<file path="src/rtl/sensor_pulse_gen_pkg.sv">
// rtl/sensor_pulse_gen_pkg.sv - shared types and constants for the sensor pulse generator
package spg_pkg;

  localparam int SPG_CW = 14;

  typedef enum logic [1:0] {
    SPG_OFF   = 2'd0,
    SPG_CONT  = 2'd1,
    SPG_SWEEP = 2'd2,
    SPG_SHOT  = 2'd3
  } spg_mode_e;

  localparam logic [2:0] SPG_A_PERIOD = 3'd0;
  localparam logic [2:0] SPG_A_WIDTH  = 3'd1;
  localparam logic [2:0] SPG_A_MINP   = 3'd2;
  localparam logic [2:0] SPG_A_STEP   = 3'd3;
  localparam logic [2:0] SPG_A_MODE   = 3'd4;

endpackage

</file>
<file path="src/rtl/sensor_pulse_gen_if.sv">
// rtl/sensor_pulse_gen_if.sv - configuration write bus for the sensor pulse generator
interface sensor_pulse_gen_if
  import spg_pkg::*;
#(
  parameter int CW = SPG_CW
);

  logic          cfg_we;
  logic [2:0]    cfg_ch;
  logic [2:0]    cfg_addr;
  logic [CW-1:0] cfg_data;

  modport master (output cfg_we, cfg_ch, cfg_addr, cfg_data);
  modport slave  (input  cfg_we, cfg_ch, cfg_addr, cfg_data);

endinterface

</file>
<file path="src/rtl/sensor_pulse_gen_chan.sv">
// rtl/sensor_pulse_gen_chan.sv - one pulse channel: shadowed period/width, counter, sweep and single shot
module spg_chan
  import spg_pkg::*;
#(
  parameter int            CW         = SPG_CW,
  parameter logic [CW-1:0] DEF_PERIOD = '0,
  parameter logic [CW-1:0] DEF_WIDTH  = '0,
  parameter logic [1:0]    DEF_MODE   = 2'b01
) (
  input  logic          Reset,
  input  logic          clk_12_8M__12_8K,
  input  logic          i_we,
  input  logic [2:0]    i_addr,
  input  logic [CW-1:0] i_data,
  output logic          o_npulse,
  output logic          o_shot_done,
  output logic          o_sweep_dir
);

  logic [CW-1:0] r_cnt, r_pcur, r_width, r_per_sh, r_wid_sh, r_minp, r_step;
  spg_mode_e     r_mode;
  logic          r_dir, r_npulse, r_done;

  logic          w_we_per, w_we_wid, w_we_minp, w_we_step, w_we_mode;
  logic [CW-1:0] w_per_sh, w_wid_sh, w_minp, w_step, w_weff, w_sw_pcur;
  logic [CW:0]   w_dec, w_inc;
  logic          w_wrap, w_low, w_sw_dir;

  assign w_we_per  = i_we && (i_addr == SPG_A_PERIOD);
  assign w_we_wid  = i_we && (i_addr == SPG_A_WIDTH);
  assign w_we_minp = i_we && (i_addr == SPG_A_MINP);
  assign w_we_step = i_we && (i_addr == SPG_A_STEP);
  assign w_we_mode = i_we && (i_addr == SPG_A_MODE);

  // Same-cycle writes bypass into the wrap so the new timing is not lost for a period.
  assign w_per_sh = w_we_per  ? i_data : r_per_sh;
  assign w_wid_sh = w_we_wid  ? i_data : r_wid_sh;
  assign w_minp   = w_we_minp ? i_data : r_minp;
  assign w_step   = w_we_step ? i_data : r_step;

  assign w_wrap = (r_mode != SPG_OFF) && (r_cnt == r_pcur);
  assign w_weff = (r_width < r_pcur) ? r_width : r_pcur - CW'(1);
  assign w_low  = (r_mode != SPG_OFF) && (r_pcur != '0) && (r_cnt <= w_weff);

  assign w_dec = {1'b0, r_pcur} - {1'b0, w_step};
  assign w_inc = {1'b0, r_pcur} + {1'b0, w_step};

  always_comb begin
    w_sw_pcur = r_pcur;
    w_sw_dir  = r_dir;
    if ((w_step == '0) || (w_minp >= w_per_sh)) begin
      w_sw_pcur = w_per_sh;
      w_sw_dir  = 1'b1;
    end else if (r_dir) begin
      if (w_dec[CW] || (w_dec[CW-1:0] <= w_minp)) begin
        w_sw_pcur = w_minp;
        w_sw_dir  = 1'b0;
      end else begin
        w_sw_pcur = w_dec[CW-1:0];
      end
    end else begin
      if (w_inc >= {1'b0, w_per_sh}) begin
        w_sw_pcur = w_per_sh;
        w_sw_dir  = 1'b1;
      end else begin
        w_sw_pcur = w_inc[CW-1:0];
      end
    end
  end

  always_ff @(posedge clk_12_8M__12_8K or negedge Reset) begin
    if (!Reset) begin
      r_cnt    <= '0;
      r_pcur   <= DEF_PERIOD;
      r_width  <= DEF_WIDTH;
      r_per_sh <= DEF_PERIOD;
      r_wid_sh <= DEF_WIDTH;
      r_minp   <= DEF_PERIOD;
      r_step   <= '0;
      r_mode   <= spg_mode_e'(DEF_MODE);
      r_dir    <= 1'b1;
      r_npulse <= 1'b1;
      r_done   <= 1'b0;
    end else begin
      r_done   <= 1'b0;
      r_npulse <= ~w_low;
      if (w_we_per)  r_per_sh <= i_data;
      if (w_we_wid)  r_wid_sh <= i_data;
      if (w_we_minp) r_minp   <= i_data;
      if (w_we_step) r_step   <= i_data;
      if (w_we_mode) begin
        r_mode  <= spg_mode_e'(i_data[1:0]);
        r_cnt   <= '0;
        r_pcur  <= r_per_sh;
        r_width <= r_wid_sh;
        r_dir   <= 1'b1;
      end else if (r_mode == SPG_OFF) begin
        r_cnt <= '0;
      end else if (w_wrap) begin
        // A zero period wraps every cycle, which holds cnt at 0 yet still picks up new shadows.
        r_cnt   <= '0;
        r_width <= w_wid_sh;
        case (r_mode)
          SPG_SWEEP: begin
            r_pcur <= w_sw_pcur;
            r_dir  <= w_sw_dir;
          end
          SPG_SHOT: begin
            r_pcur <= w_per_sh;
            r_mode <= SPG_OFF;
            r_done <= 1'b1;
          end
          default: r_pcur <= w_per_sh;
        endcase
      end else begin
        r_cnt <= r_cnt + CW'(1);
      end
    end
  end

  assign o_npulse    = r_npulse;
  assign o_shot_done = r_done;
  assign o_sweep_dir = r_dir;

endmodule

</file>
<file path="src/rtl/sensor_pulse_gen.sv">
// rtl/sensor_pulse_gen.sv - multi-channel synthetic sensor pulse generator with heartbeat LED
module sensor_pulse_gen
  import spg_pkg::*;
#(
  parameter int                NCH        = 2,
  parameter int                CW         = SPG_CW,
  parameter logic [NCH*CW-1:0] DEF_PERIOD = {14'd7680, 14'd4941},
  parameter logic [NCH*CW-1:0] DEF_WIDTH  = {14'd51, 14'd26},
  parameter logic [NCH*2-1:0]  DEF_MODE   = {NCH{2'b01}},
  parameter int                HB_DIV     = 12800
) (
  input  logic               Reset,
  input  logic               clk_12_8M__12_8K,
  sensor_pulse_gen_if.slave  cfg,
  output logic [NCH-1:0]     nPulse,
  output logic [NCH-1:0]     shot_done,
  output logic [NCH-1:0]     sweep_dir,
  output logic               pulse_led
);

  localparam int HBW = $clog2(HB_DIV + 1);

  logic [NCH-1:0] w_ch_we;
  logic [HBW-1:0] r_hb;
  logic           r_led;

  // Channel numbers at or above NCH match no instance, so those writes fall away.
  for (genvar g = 0; g < NCH; g++) begin : g_ch
    assign w_ch_we[g] = cfg.cfg_we && (cfg.cfg_ch == 3'(g));

    spg_chan #(
      .CW        (CW),
      .DEF_PERIOD(DEF_PERIOD[g*CW +: CW]),
      .DEF_WIDTH (DEF_WIDTH[g*CW +: CW]),
      .DEF_MODE  (DEF_MODE[g*2 +: 2])
    ) u_chan (
      .Reset           (Reset),
      .clk_12_8M__12_8K(clk_12_8M__12_8K),
      .i_we            (w_ch_we[g]),
      .i_addr          (cfg.cfg_addr),
      .i_data          (cfg.cfg_data),
      .o_npulse        (nPulse[g]),
      .o_shot_done     (shot_done[g]),
      .o_sweep_dir     (sweep_dir[g])
    );
  end

  always_ff @(posedge clk_12_8M__12_8K or negedge Reset) begin
    if (!Reset) begin
      r_hb  <= '0;
      r_led <= 1'b0;
    end else if (r_hb == HBW'(HB_DIV)) begin
      r_hb  <= '0;
      r_led <= ~r_led;
    end else begin
      r_hb <= r_hb + HBW'(1);
    end
  end

  assign pulse_led = r_led;

endmodule

</file>
<file path="src/flat_wrapper.sv">
// flat-port wrapper written by rule: the top's interface ports become plain ports
module sensor_pulse_gen_flat import spg_pkg::*;
#(
  parameter int                NCH        = 2,
  parameter int                CW         = SPG_CW,
  parameter logic [NCH*CW-1:0] DEF_PERIOD = {14'd7680, 14'd4941},
  parameter logic [NCH*CW-1:0] DEF_WIDTH  = {14'd51, 14'd26},
  parameter logic [NCH*2-1:0]  DEF_MODE   = {NCH{2'b01}},
  parameter int                HB_DIV     = 12800
)
  (Reset, clk_12_8M__12_8K, nPulse, shot_done, sweep_dir, pulse_led, cfg_cfg_we, cfg_cfg_ch, cfg_cfg_addr, cfg_cfg_data);
  sensor_pulse_gen_if #(.CW(CW)) cfg_i ();
  input  logic Reset;
  input  logic clk_12_8M__12_8K;
  output logic [NCH-1:0] nPulse;
  output logic [NCH-1:0] shot_done;
  output logic [NCH-1:0] sweep_dir;
  output logic pulse_led;
  input wire logic [$bits(cfg_i.cfg_we)-1:0] cfg_cfg_we;
  input wire logic [$bits(cfg_i.cfg_ch)-1:0] cfg_cfg_ch;
  input wire logic [$bits(cfg_i.cfg_addr)-1:0] cfg_cfg_addr;
  input wire logic [$bits(cfg_i.cfg_data)-1:0] cfg_cfg_data;
  assign cfg_i.cfg_we = cfg_cfg_we;
  assign cfg_i.cfg_ch = cfg_cfg_ch;
  assign cfg_i.cfg_addr = cfg_cfg_addr;
  assign cfg_i.cfg_data = cfg_cfg_data;
  sensor_pulse_gen #(.NCH(NCH), .CW(CW), .DEF_PERIOD(DEF_PERIOD), .DEF_WIDTH(DEF_WIDTH), .DEF_MODE(DEF_MODE), .HB_DIV(HB_DIV)) u_core (.Reset(Reset), .clk_12_8M__12_8K(clk_12_8M__12_8K), .cfg(cfg_i), .nPulse(nPulse), .shot_done(shot_done), .sweep_dir(sweep_dir), .pulse_led(pulse_led));
endmodule
</file>
<file path="config.mk">
export PLATFORM = sky130hd
export DESIGN_NAME = sensor_pulse_gen_flat
export DESIGN_NICKNAME = d
export VERILOG_FILES = /design/src/rtl/sensor_pulse_gen_pkg.sv /design/src/rtl/sensor_pulse_gen_if.sv /design/src/rtl/sensor_pulse_gen_chan.sv /design/src/rtl/sensor_pulse_gen.sv /design/src/flat_wrapper.sv
export SDC_FILE = /design/constraint.sdc
export NUM_CORES = 1
export LEC_CHECK = 0
export ABC_CLOCK_PERIOD_IN_PS = 5000
export BUFFER_PORTS_ARGS = -buffer_cell sky130_fd_sc_hd__buf_2
export CAP_MARGIN = 20
export CORE_MARGIN = 3
export CORE_UTILIZATION = 60
export CTS_BUF_LIST = sky130_fd_sc_hd__clkbuf_4 sky130_fd_sc_hd__clkbuf_8 sky130_fd_sc_hd__clkbuf_16
export DETAILED_ROUTE_END_ITERATION = 6
export MAX_ROUTING_LAYER = met4
export PLACE_DENSITY = 0.88
export SYNTH_ARGS = -nofsm -noshare
export SYNTH_HDL_FRONTEND = slang
export SYNTH_SLANG_ARGS = --single-unit
export TNS_END_PERCENT = 50
</file>
<file path="constraint.sdc">
create_clock -name clk_12_8M__12_8K -period 5 [get_ports clk_12_8M__12_8K]
set_input_delay 0 -clock clk_12_8M__12_8K [delete_from_list [all_inputs] [get_ports clk_12_8M__12_8K]]
set_output_delay 0 -clock clk_12_8M__12_8K [all_outputs]
set_load 0.05 [all_outputs]
</file>
After elaboration in Yosys (flattened, before gate mapping)

Cells that the tools add are included.

Add/sub/neg operators: 9
Order comparisons: 10
Eq/ne operators: 14
Multiplexer cells: 71
Bitwise logic cells: 3
Reductions and logical operators: 44

Operators by type and width:

| operator                                                             | number |
|---|---|
| 14-bit 2-to-1 mux                                                    | 39 |
| 14-bit less-or-equal comparator                                      | 4 |
| 14-bit by 1-bit adder with 14-bit output, second input constant      | 3 |
| 14-bit by 14-bit adder with 15-bit output                            | 2 |
| 15-bit by 14-bit >= comparator with 1-bit output                     | 2 |
| 14-bit by 14-bit subtractor with 15-bit output                       | 2 |
| 14-bit == test                                                       | 2 |
| 14-bit >= comparator                                                 | 2 |
| 14-bit logical NOT                                                   | 2 |
| 14-bit < comparator                                                  | 2 |
| 14-bit nonzero test                                                  | 2 |
| 14-bit by 1-bit subtractor with 14-bit output, second input constant | 2 |
| 1-bit 2-to-1 mux                                                     | 24 |
| 1-bit logical AND                                                    | 18 |
| 2-bit 2-to-1 mux                                                     | 8 |
| 2-bit nonzero test                                                   | 8 |
| 14-bit == test, second input constant                                | 1 |
| 3-bit AND reduction                                                  | 4 |
| 2-bit == test, second input constant                                 | 4 |
| 3-bit by 1-bit == test with 1-bit output, second input constant      | 2 |
| 3-bit by 2-bit == test with 1-bit output, second input constant      | 2 |
| 3-bit logical NOT                                                    | 2 |
| 2-bit logical NOT                                                    | 2 |
| 1-bit logical OR                                                     | 4 |
| other kinds (4)                                                      | 8 |

Flip-flop bits (word level): 221
Input bits: 23
Output and inout bits: 7
Word-level logic and storage cells: 175

Depth between registers and ports, before layout

Depth in word-level cells: 14
Depth in mapped cells: 24
Depth with buffers taken out: 22

Cells and area by module

Synthesis repeated with hierarchy kept, for this count alone.

Cell total of the unflattened synthesis: 1806
Area, all modules: 17224.0 sq um

Modules (own cells, without submodules):

| module                            | times used | cells each | area each (sq um) | seq. area each (sq um) |
|---|---|---|---|---|
| spg_chan at u_core.g_ch[1].u_chan | 1          | 872        | 8265.4            | 2606.2 |
| spg_chan at u_core.g_ch[0].u_chan | 1          | 864        | 8187.9            | 2615.0 |
| sensor_pulse_gen                  | 1          | 70         | 770.7             | 375.4 |

Worst setup path after synthesis

No wires, ideal clock.

Path type: input to register
Start: in cfg_cfg_ch[0]
End: reg u_core.g_ch[0].u_chan.r_pcur[5]
Library setup time: 0.123 ns
Arrival: 4.786 ns
Required time: 4.877 ns
Setup slack: 0.090 ns
Stages on the path: 24
Path buffers: 3
Cell sequence: clkbuf_1 nand3b_2 buf_1 mux2_2 ha_1 fa_1 a211oi_1 nor2_1 o41a_1 o221a_2 o21a_1 nor2_1 xnor2_1 ha_1 a211oi_1 nand2_1 nor3_1 a21oi_1 a211oi_2 o21ai_2 buf_6 a221oi_2 o21a_1 nor3_1

Longest elaborated chain between the ends: 14
Elaborated cells between the ends (all ways): 28
Classes of those cells: 2 x add/sub; 3 x order compare; 1 x eq/ne; 11 x mux; 11 x reduce/logical

Ends and longest elaborated chain:

| what                                           | line                         | source |
|---|---|---|
| from (decl)                                    | flat_wrapper.sv:20           | `input wire logic [$bits(cfg_i.cfg_ch)-1:0] cfg_cfg_ch;` |
| 3-bit logical NOT (*)                          | sensor_pulse_gen.sv:29       | `assign w_ch_we[g] = cfg.cfg_we && (cfg.cfg_ch == 3'(g));` |
| 1-bit logical AND (*)                          | sensor_pulse_gen.sv:29       |  |
| 1-bit logical AND (*)                          | sensor_pulse_gen_chan.sv:32  | `assign w_we_step = i_we && (i_addr == SPG_A_STEP);` |
| 14-bit 2-to-1 mux (*)                          | sensor_pulse_gen_chan.sv:39  | `assign w_step = w_we_step ? i_data : r_step;` |
| named net u_core.g_ch[0].u_chan.w_step[0]      | sensor_pulse_gen_chan.sv:25  | `logic [CW-1:0] w_per_sh, w_wid_sh, w_minp, w_step, w_weff, w_sw_pcur;` |
| 14-bit by 14-bit subtractor with 15-bit output | sensor_pulse_gen_chan.sv:45  | `assign w_dec = {1'b0, r_pcur} - {1'b0, w_step};` |
| 14-bit less-or-equal comparator                | sensor_pulse_gen_chan.sv:55  | `if (w_dec[CW] \|\| (w_dec[CW-1:0] <= w_minp)) begin` |
| 1-bit logical OR                               | sensor_pulse_gen_chan.sv:55  |  |
| 14-bit 2-to-1 mux                              | sensor_pulse_gen_chan.sv:55  |  |
| 14-bit 2-to-1 mux                              | sensor_pulse_gen_chan.sv:54  | `end else if (r_dir) begin` |
| 14-bit 2-to-1 mux (*)                          | sensor_pulse_gen_chan.sv:51  | `if ((w_step == '0) \|\| (w_minp >= w_per_sh)) begin` |
| 14-bit 2-to-1 mux (*)                          | sensor_pulse_gen_chan.sv:103 | `case (r_mode)` |
| 14-bit 2-to-1 mux (*)                          | sensor_pulse_gen_chan.sv:99  | `end else if (w_wrap) begin` |
| 14-bit 2-to-1 mux (*)                          | sensor_pulse_gen_chan.sv:97  | `end else if (r_mode == SPG_OFF) begin` |
| 14-bit 2-to-1 mux (*)                          | sensor_pulse_gen_chan.sv:91  | `if (w_we_mode) begin` |
| to (signal assigned)                           | sensor_pulse_gen_chan.sv:94  | `r_pcur <= r_per_sh;` |
| to (signal assigned)                           | sensor_pulse_gen_chan.sv:105 | `r_pcur <= w_sw_pcur;` |
| to (signal assigned)                           | sensor_pulse_gen_chan.sv:109 | `r_pcur <= w_per_sh;` |
| to (decl)                                      | sensor_pulse_gen_chan.sv:20  | `logic [CW-1:0] r_cnt, r_pcur, r_width, r_per_sh, r_wid_sh, r_minp, r_step;` |

Mark *: on every way through the listed nets, which the timed path passes. The rest lies on a longest branch. The select of a mux whose other input is x is not followed.
A chain may end at the register's enable or synchronous reset.

Worst setup path after layout

Start: reg u_core.g_ch[0].u_chan.r_step[0]
End: reg u_core.g_ch[0].u_chan.r_pcur[3]

Longest elaborated chain between the ends: 11
Elaborated cells between the ends (all ways): 16
Classes of those cells: 2 x add/sub; 2 x order compare; 9 x mux; 3 x reduce/logical

Ends and longest elaborated chain:

| what                                           | line                         | source |
|---|---|---|
| from (decl)                                    | sensor_pulse_gen_chan.sv:20  |  |
| from (signal assigned)                         | sensor_pulse_gen_chan.sv:90  | `if (w_we_step) r_step <= i_data;` |
| 14-bit 2-to-1 mux (*)                          | sensor_pulse_gen_chan.sv:39  |  |
| named net u_core.g_ch[0].u_chan.w_step[0]      | sensor_pulse_gen_chan.sv:25  |  |
| 14-bit by 14-bit subtractor with 15-bit output | sensor_pulse_gen_chan.sv:45  |  |
| 14-bit less-or-equal comparator                | sensor_pulse_gen_chan.sv:55  |  |
| 1-bit logical OR                               | sensor_pulse_gen_chan.sv:55  |  |
| 14-bit 2-to-1 mux                              | sensor_pulse_gen_chan.sv:55  |  |
| 14-bit 2-to-1 mux                              | sensor_pulse_gen_chan.sv:54  |  |
| 14-bit 2-to-1 mux (*)                          | sensor_pulse_gen_chan.sv:51  |  |
| 14-bit 2-to-1 mux (*)                          | sensor_pulse_gen_chan.sv:103 |  |
| 14-bit 2-to-1 mux (*)                          | sensor_pulse_gen_chan.sv:99  |  |
| 14-bit 2-to-1 mux (*)                          | sensor_pulse_gen_chan.sv:97  |  |
| 14-bit 2-to-1 mux (*)                          | sensor_pulse_gen_chan.sv:91  |  |

Marks and branches as above.

==> key figures <==
Outcome
  • Status: finished clean

STA
  • Slew @ Worst Pin: 0.8571 ns
  • Endpoints failing setup: 0
  • Hold Violations, Final: 0
  • Slew HR: 42.48%
  • Final period utilization: 97.28%
  • Hold WS: 0.01662 ns
  • Fmax: 205.6 MHz
  • RSZ-0062 raised after global routing: yes
  • Fin Clk Skew: 0.009994 ns
  • Max Slew Vio Count: 0
  • TNS Setup: 0 ns
  • Final min period: 4.864 ns

Setup path
  • CP Launch Type: flip-flop
  • Worst EP required: 5.48 ns
  • Critical Path End Type: flip-flop
  • R2r setup slk: 0.14 ns
  • Max incr delay on CP: 0.40 ns
  • Worst-case reg-to-reg path depth: 20
  • Crit-path max FO: 6
  • Reg-to-reg startpoint: u_core.g_ch[0].u_chan.r_step[0]$_DFF_PN0_
  • Reg-to-reg endpoint: u_core.g_ch[0].u_chan.r_pcur[3]$_DFFE_PN1P_
  • Critical path arrival: 5.35 ns
  • Crit path kind: flip-flop to flip-flop
  • Critical path, cell by cell: mux2_4 -> ha_1 -> inv_1 -> fa_2 -> or3b_4 -> a311oi_4 -> o21ai_2 -> o31a_1 -> o21bai_1 -> a21oi_1 -> xor2_1 -> ha_1 -> or3_1 -> a221o_1 -> o311ai_4 -> buf_4 -> mux2_1 -> a222oi_1 -> a21oi_1 -> a21o_1
  • Crit-path slowest cell: dfrtp_1

Synthesis
  • Syn Area/Cell: 9.413 sq um
  • Synth Area in Simple Gates: 14.36%
  • Post-synth ARST share: 100.0%
  • Most numerous cell in the Yosys netlist: ha_1
  • Sequential element share of the synthesized area: 32.56%
  • Post-synthesis cell count: 1826
  • Area leader, netlist: dfrtp_1
  • Largest family of logic cells by synthesized area: adder cells
  • FF+latch count, synth: 221
  • Mapped cell area: 17190 sq um
  • Synth top area share: 24.46%
  • Post-synth EDFFs: 0
  • Syn nets: 2055
  • Synth Area in Adders: 15.17%
  • Synth Area in Compound Gates: 14.83%
  • Synth top area cells: dfrtp_1, ha_1, dfstp_2, mux2_2, mux2i_1
  • Post-synthesis mux area share: 11.23%
  • YS warnings: 0
  • Commonest cells in the netlist: ha_1, dfrtp_1, inv_1, nor2_1, nand2_1
  • Synthesized-area fraction occupied by xor and xnor cells: 6.370%
  • Cell variety after synth: 92
  • Post-synth top flop: dfrtp_1

Placement
  • HPWL after DPL: 36910 microns
  • GPL Wtd Cong: 1.021
  • Area post-placement: 18160 sq um
  • Port Buf Inserts: 29

Detailed routing
  • Drt via density: 6.288
  • Number of iterations in the first detailed-routing pass: 7
  • WL/cell: 21.32 microns
  • Antenna Nets Post-Route: 0
  • Total wire length: 49130 microns
  • Number of remaining DRC errors: 0
  • Iter 0 DRT Violations: 1163
  • Total number of vias: 14490

Clock tree
  • Clock sinks: 221
  • Num CTS Buffers: 26
  • Htree depth: 1
  • TritonCTS clock tree: built
  • Worst-path clk slew: 0.06 ns
  • Root Buffer: clkbuf_16
  • Clk Latency, worst-skew pair: 0.55 ns
  • Clock Path Buffers: 3

GRT
  • First-pass GRT wire length: 78070 microns
  • Initial antenna violation count: 0
  • GR Overflow Total: 0
  • Vias in the first global route: 14600
  • Largest net degree at the start of global routing: 136
  • GRT Total Usage: 32.58%

Finish
  • Fillers: 2145
  • Share of layout cells above drive strength 1: 19.15%
  • Diode count: 0
  • Nets: 2136
  • Area delta synth->final: 11.69%
  • Final instance area: 19200 sq um

Power
  • Seq pwr share: 24.7%
  • Clock share of power: 19.7%
  • Sw frac: 42.71%
  • Worst VDD drop: 0.4364 mV
  • Pint: 5.718 mW
  • Lkg Pwr: 8.971 nW
  • Power per cell area: 519.8 nW/um^2
  • Switching pwr: 4.262 mW
  • Combinational share of power: 55.6%

Floorplan
  • Die width: 175.3 microns
  • IO Pins: 30
  • Rows: 61
  • Die Ht: 175.3 microns
  • Core Area: 28010 sq um
  • Die Footprint: 30710 sq um
  • Initial Util: 61.36%

Hold path
  • HP Class: input port to flip-flop
  • Hold_sp: cfg_cfg_ch[0]
  • Min-Delay Path Depth: 5
  • Hold path endpoint: u_core.g_ch[1].u_chan.r_mode[1]$_DFFE_PN0P_

Flow run
  • Max-Cap Viols: 0
[power by group through the flow]
stage          logic [mW]  clock network [mW]  registers, mW
2_1_floorplan        3.81                   0           2.33
3_3_place_gp         5.05                   0           2.46
3_5_place_dp         5.22                   0           2.47
4_1_cts              5.28                1.98           2.45
5_1_grt              6.11                2.06           2.48
6_report             5.55                1.96           2.46
[flip-flops by register name, summed over array words and instances, names as in the netlist]
register,count
u_core.g_ch.u_chan.r_minp,28
u_core.g_ch.u_chan.r_step,28
u_core.r_hb,14
u_core.g_ch.u_chan.r_per_sh,28
u_core.g_ch.u_chan.r_cnt,28
u_core.g_ch.u_chan.r_width,28
u_core.g_ch.u_chan.o_sweep_dir,2
u_core.g_ch.u_chan.o_npulse,2
u_core.g_ch.u_chan.r_wid_sh,28
u_core.g_ch.u_chan.r_pcur,28
u_core.g_ch.u_chan.o_shot_done,2
u_core.pulse_led,1
u_core.g_ch.u_chan.r_mode,4
[worst max path at each step]
| stage | start | slack (ns) | end | cells after the start |
|---|---|---|---|---|
| global route | u_core.g_ch[0].u_chan.r_step[0]$_DFF_PN0_ | -0.06 | u_core.g_ch[0].u_chan.r_pcur[3]$_DFFE_PN1P_ | 21 |
| floorplan | cfg_cfg_ch[0] | 0.09 | u_core.g_ch[0].u_chan.r_pcur[5]$_DFFE_PN0P_ | 24 |
| global placement | cfg_cfg_ch[2] | -0.03 | u_core.g_ch[1].u_chan.r_pcur[2]$_DFFE_PN0P_ | 25 |
| finish | u_core.g_ch[0].u_chan.r_step[0]$_DFF_PN0_ | 0.14 | u_core.g_ch[0].u_chan.r_pcur[3]$_DFFE_PN1P_ | 20 |
| CTS | u_core.g_ch[0].u_chan.r_step[0]$_DFF_PN0_ | 0.18 | u_core.g_ch[0].u_chan.r_pcur[4]$_DFFE_PN0P_ | 19 |
| detailed placement | cfg_cfg_ch[2] | -0.1 | u_core.g_ch[0].u_chan.r_pcur[4]$_DFFE_PN0P_ | 23 |
[area by class of cell]
type                    count  area, sq um  share of cell area [%]
clock buffers              33        739.5                   3.852
inverters                 144        540.5                   2.816
repair buffers            134        980.9                   5.110
multi-input cells        1380        10720                   55.83
clock inverters            15        148.9                  0.7756
well taps                 378        473.0                   2.464
flip-flops and latches    221         5597                   29.15
[logic make-up (layout without fill, tap and decap cells)]
group                    count (synthesis)  count (layout)
XOR/XNOR                               125             125
flip-flops                             221             221
buffers and inverters                  225             326
AND/OR/NAND/NOR                        492             492
adder cells (fa/ha/maj)                206             206
multiplexers                           181             181
AO/OA/AOI/OAI                          376             376
[critical path, delay by kind of cell, from the launching register on]
family	cells	cell delay (ns)
buffers and inverters	2	0.28
AND/OR/NAND/NOR	2	0.70
AO/OA/AOI/OAI	10	1.95
flip-flops	1	0.40
multiplexers	2	0.61
adder cells (fa/ha/maj)	3	0.66
XOR/XNOR	1	0.20
[through the flow]
stage	util (%)	total power, mW	setup slack (ns)	instances
floorplan	-	6.139	0.09047	1826
global placement	64.83	7.507	-0.03131	2245
detailed placement	64.83	7.687	-0.09813	2245
CTS	68.21	9.708	0.1759	2299
global route	68.54	10.65	-0.05860	2305
finish	68.54	9.979	0.1362	2305
[layout by cell type, fill, tap and decap left out, types with 6 or more instances in the layout]
cell type	count
a211o_1	9
a211oi_1	18
a21o_1	30
a21oi_1	87
a221oi_1	15
a22oi_1	6
and3_1	16
buf_2	28
buf_4	96
clkbuf_16	27
dfrtp_1	168
dfstp_2	53
dlygate4sd3_1	6
ha_1	201
inv_1	144
mux2_2	89
mux2i_1	86
nand2_1	117
nand2b_1	15
nand3_1	41
nand4_1	33
nor2_1	131
nor2b_1	18
nor3_1	37
nor4_1	22
o211ai_1	12
o21a_1	18
o21ai_0	96
o21bai_1	16
o31ai_1	6
or2_2	7
or3_1	14
xnor2_1	92
xor2_1	33
[metal layers]
metal	track usage, %	vias to the layer above	wire length (microns)
li1	-	6672	-
met3	4.496	222	3294
met5	-	-	0
met2	52.12	614	23050
met4	18.32	0	3491
met1	39.89	6985	19300
[timing repair]
item                                    4_1_cts  5_1_grt
resized for setup                             0       10
setup buffers                                 0        5
hold buffers                                  6        0
endpoints found under the setup margin        0       15
endpoints found under the hold margin       107        0
Note: power is estimated with default switching activity, not from simulation.
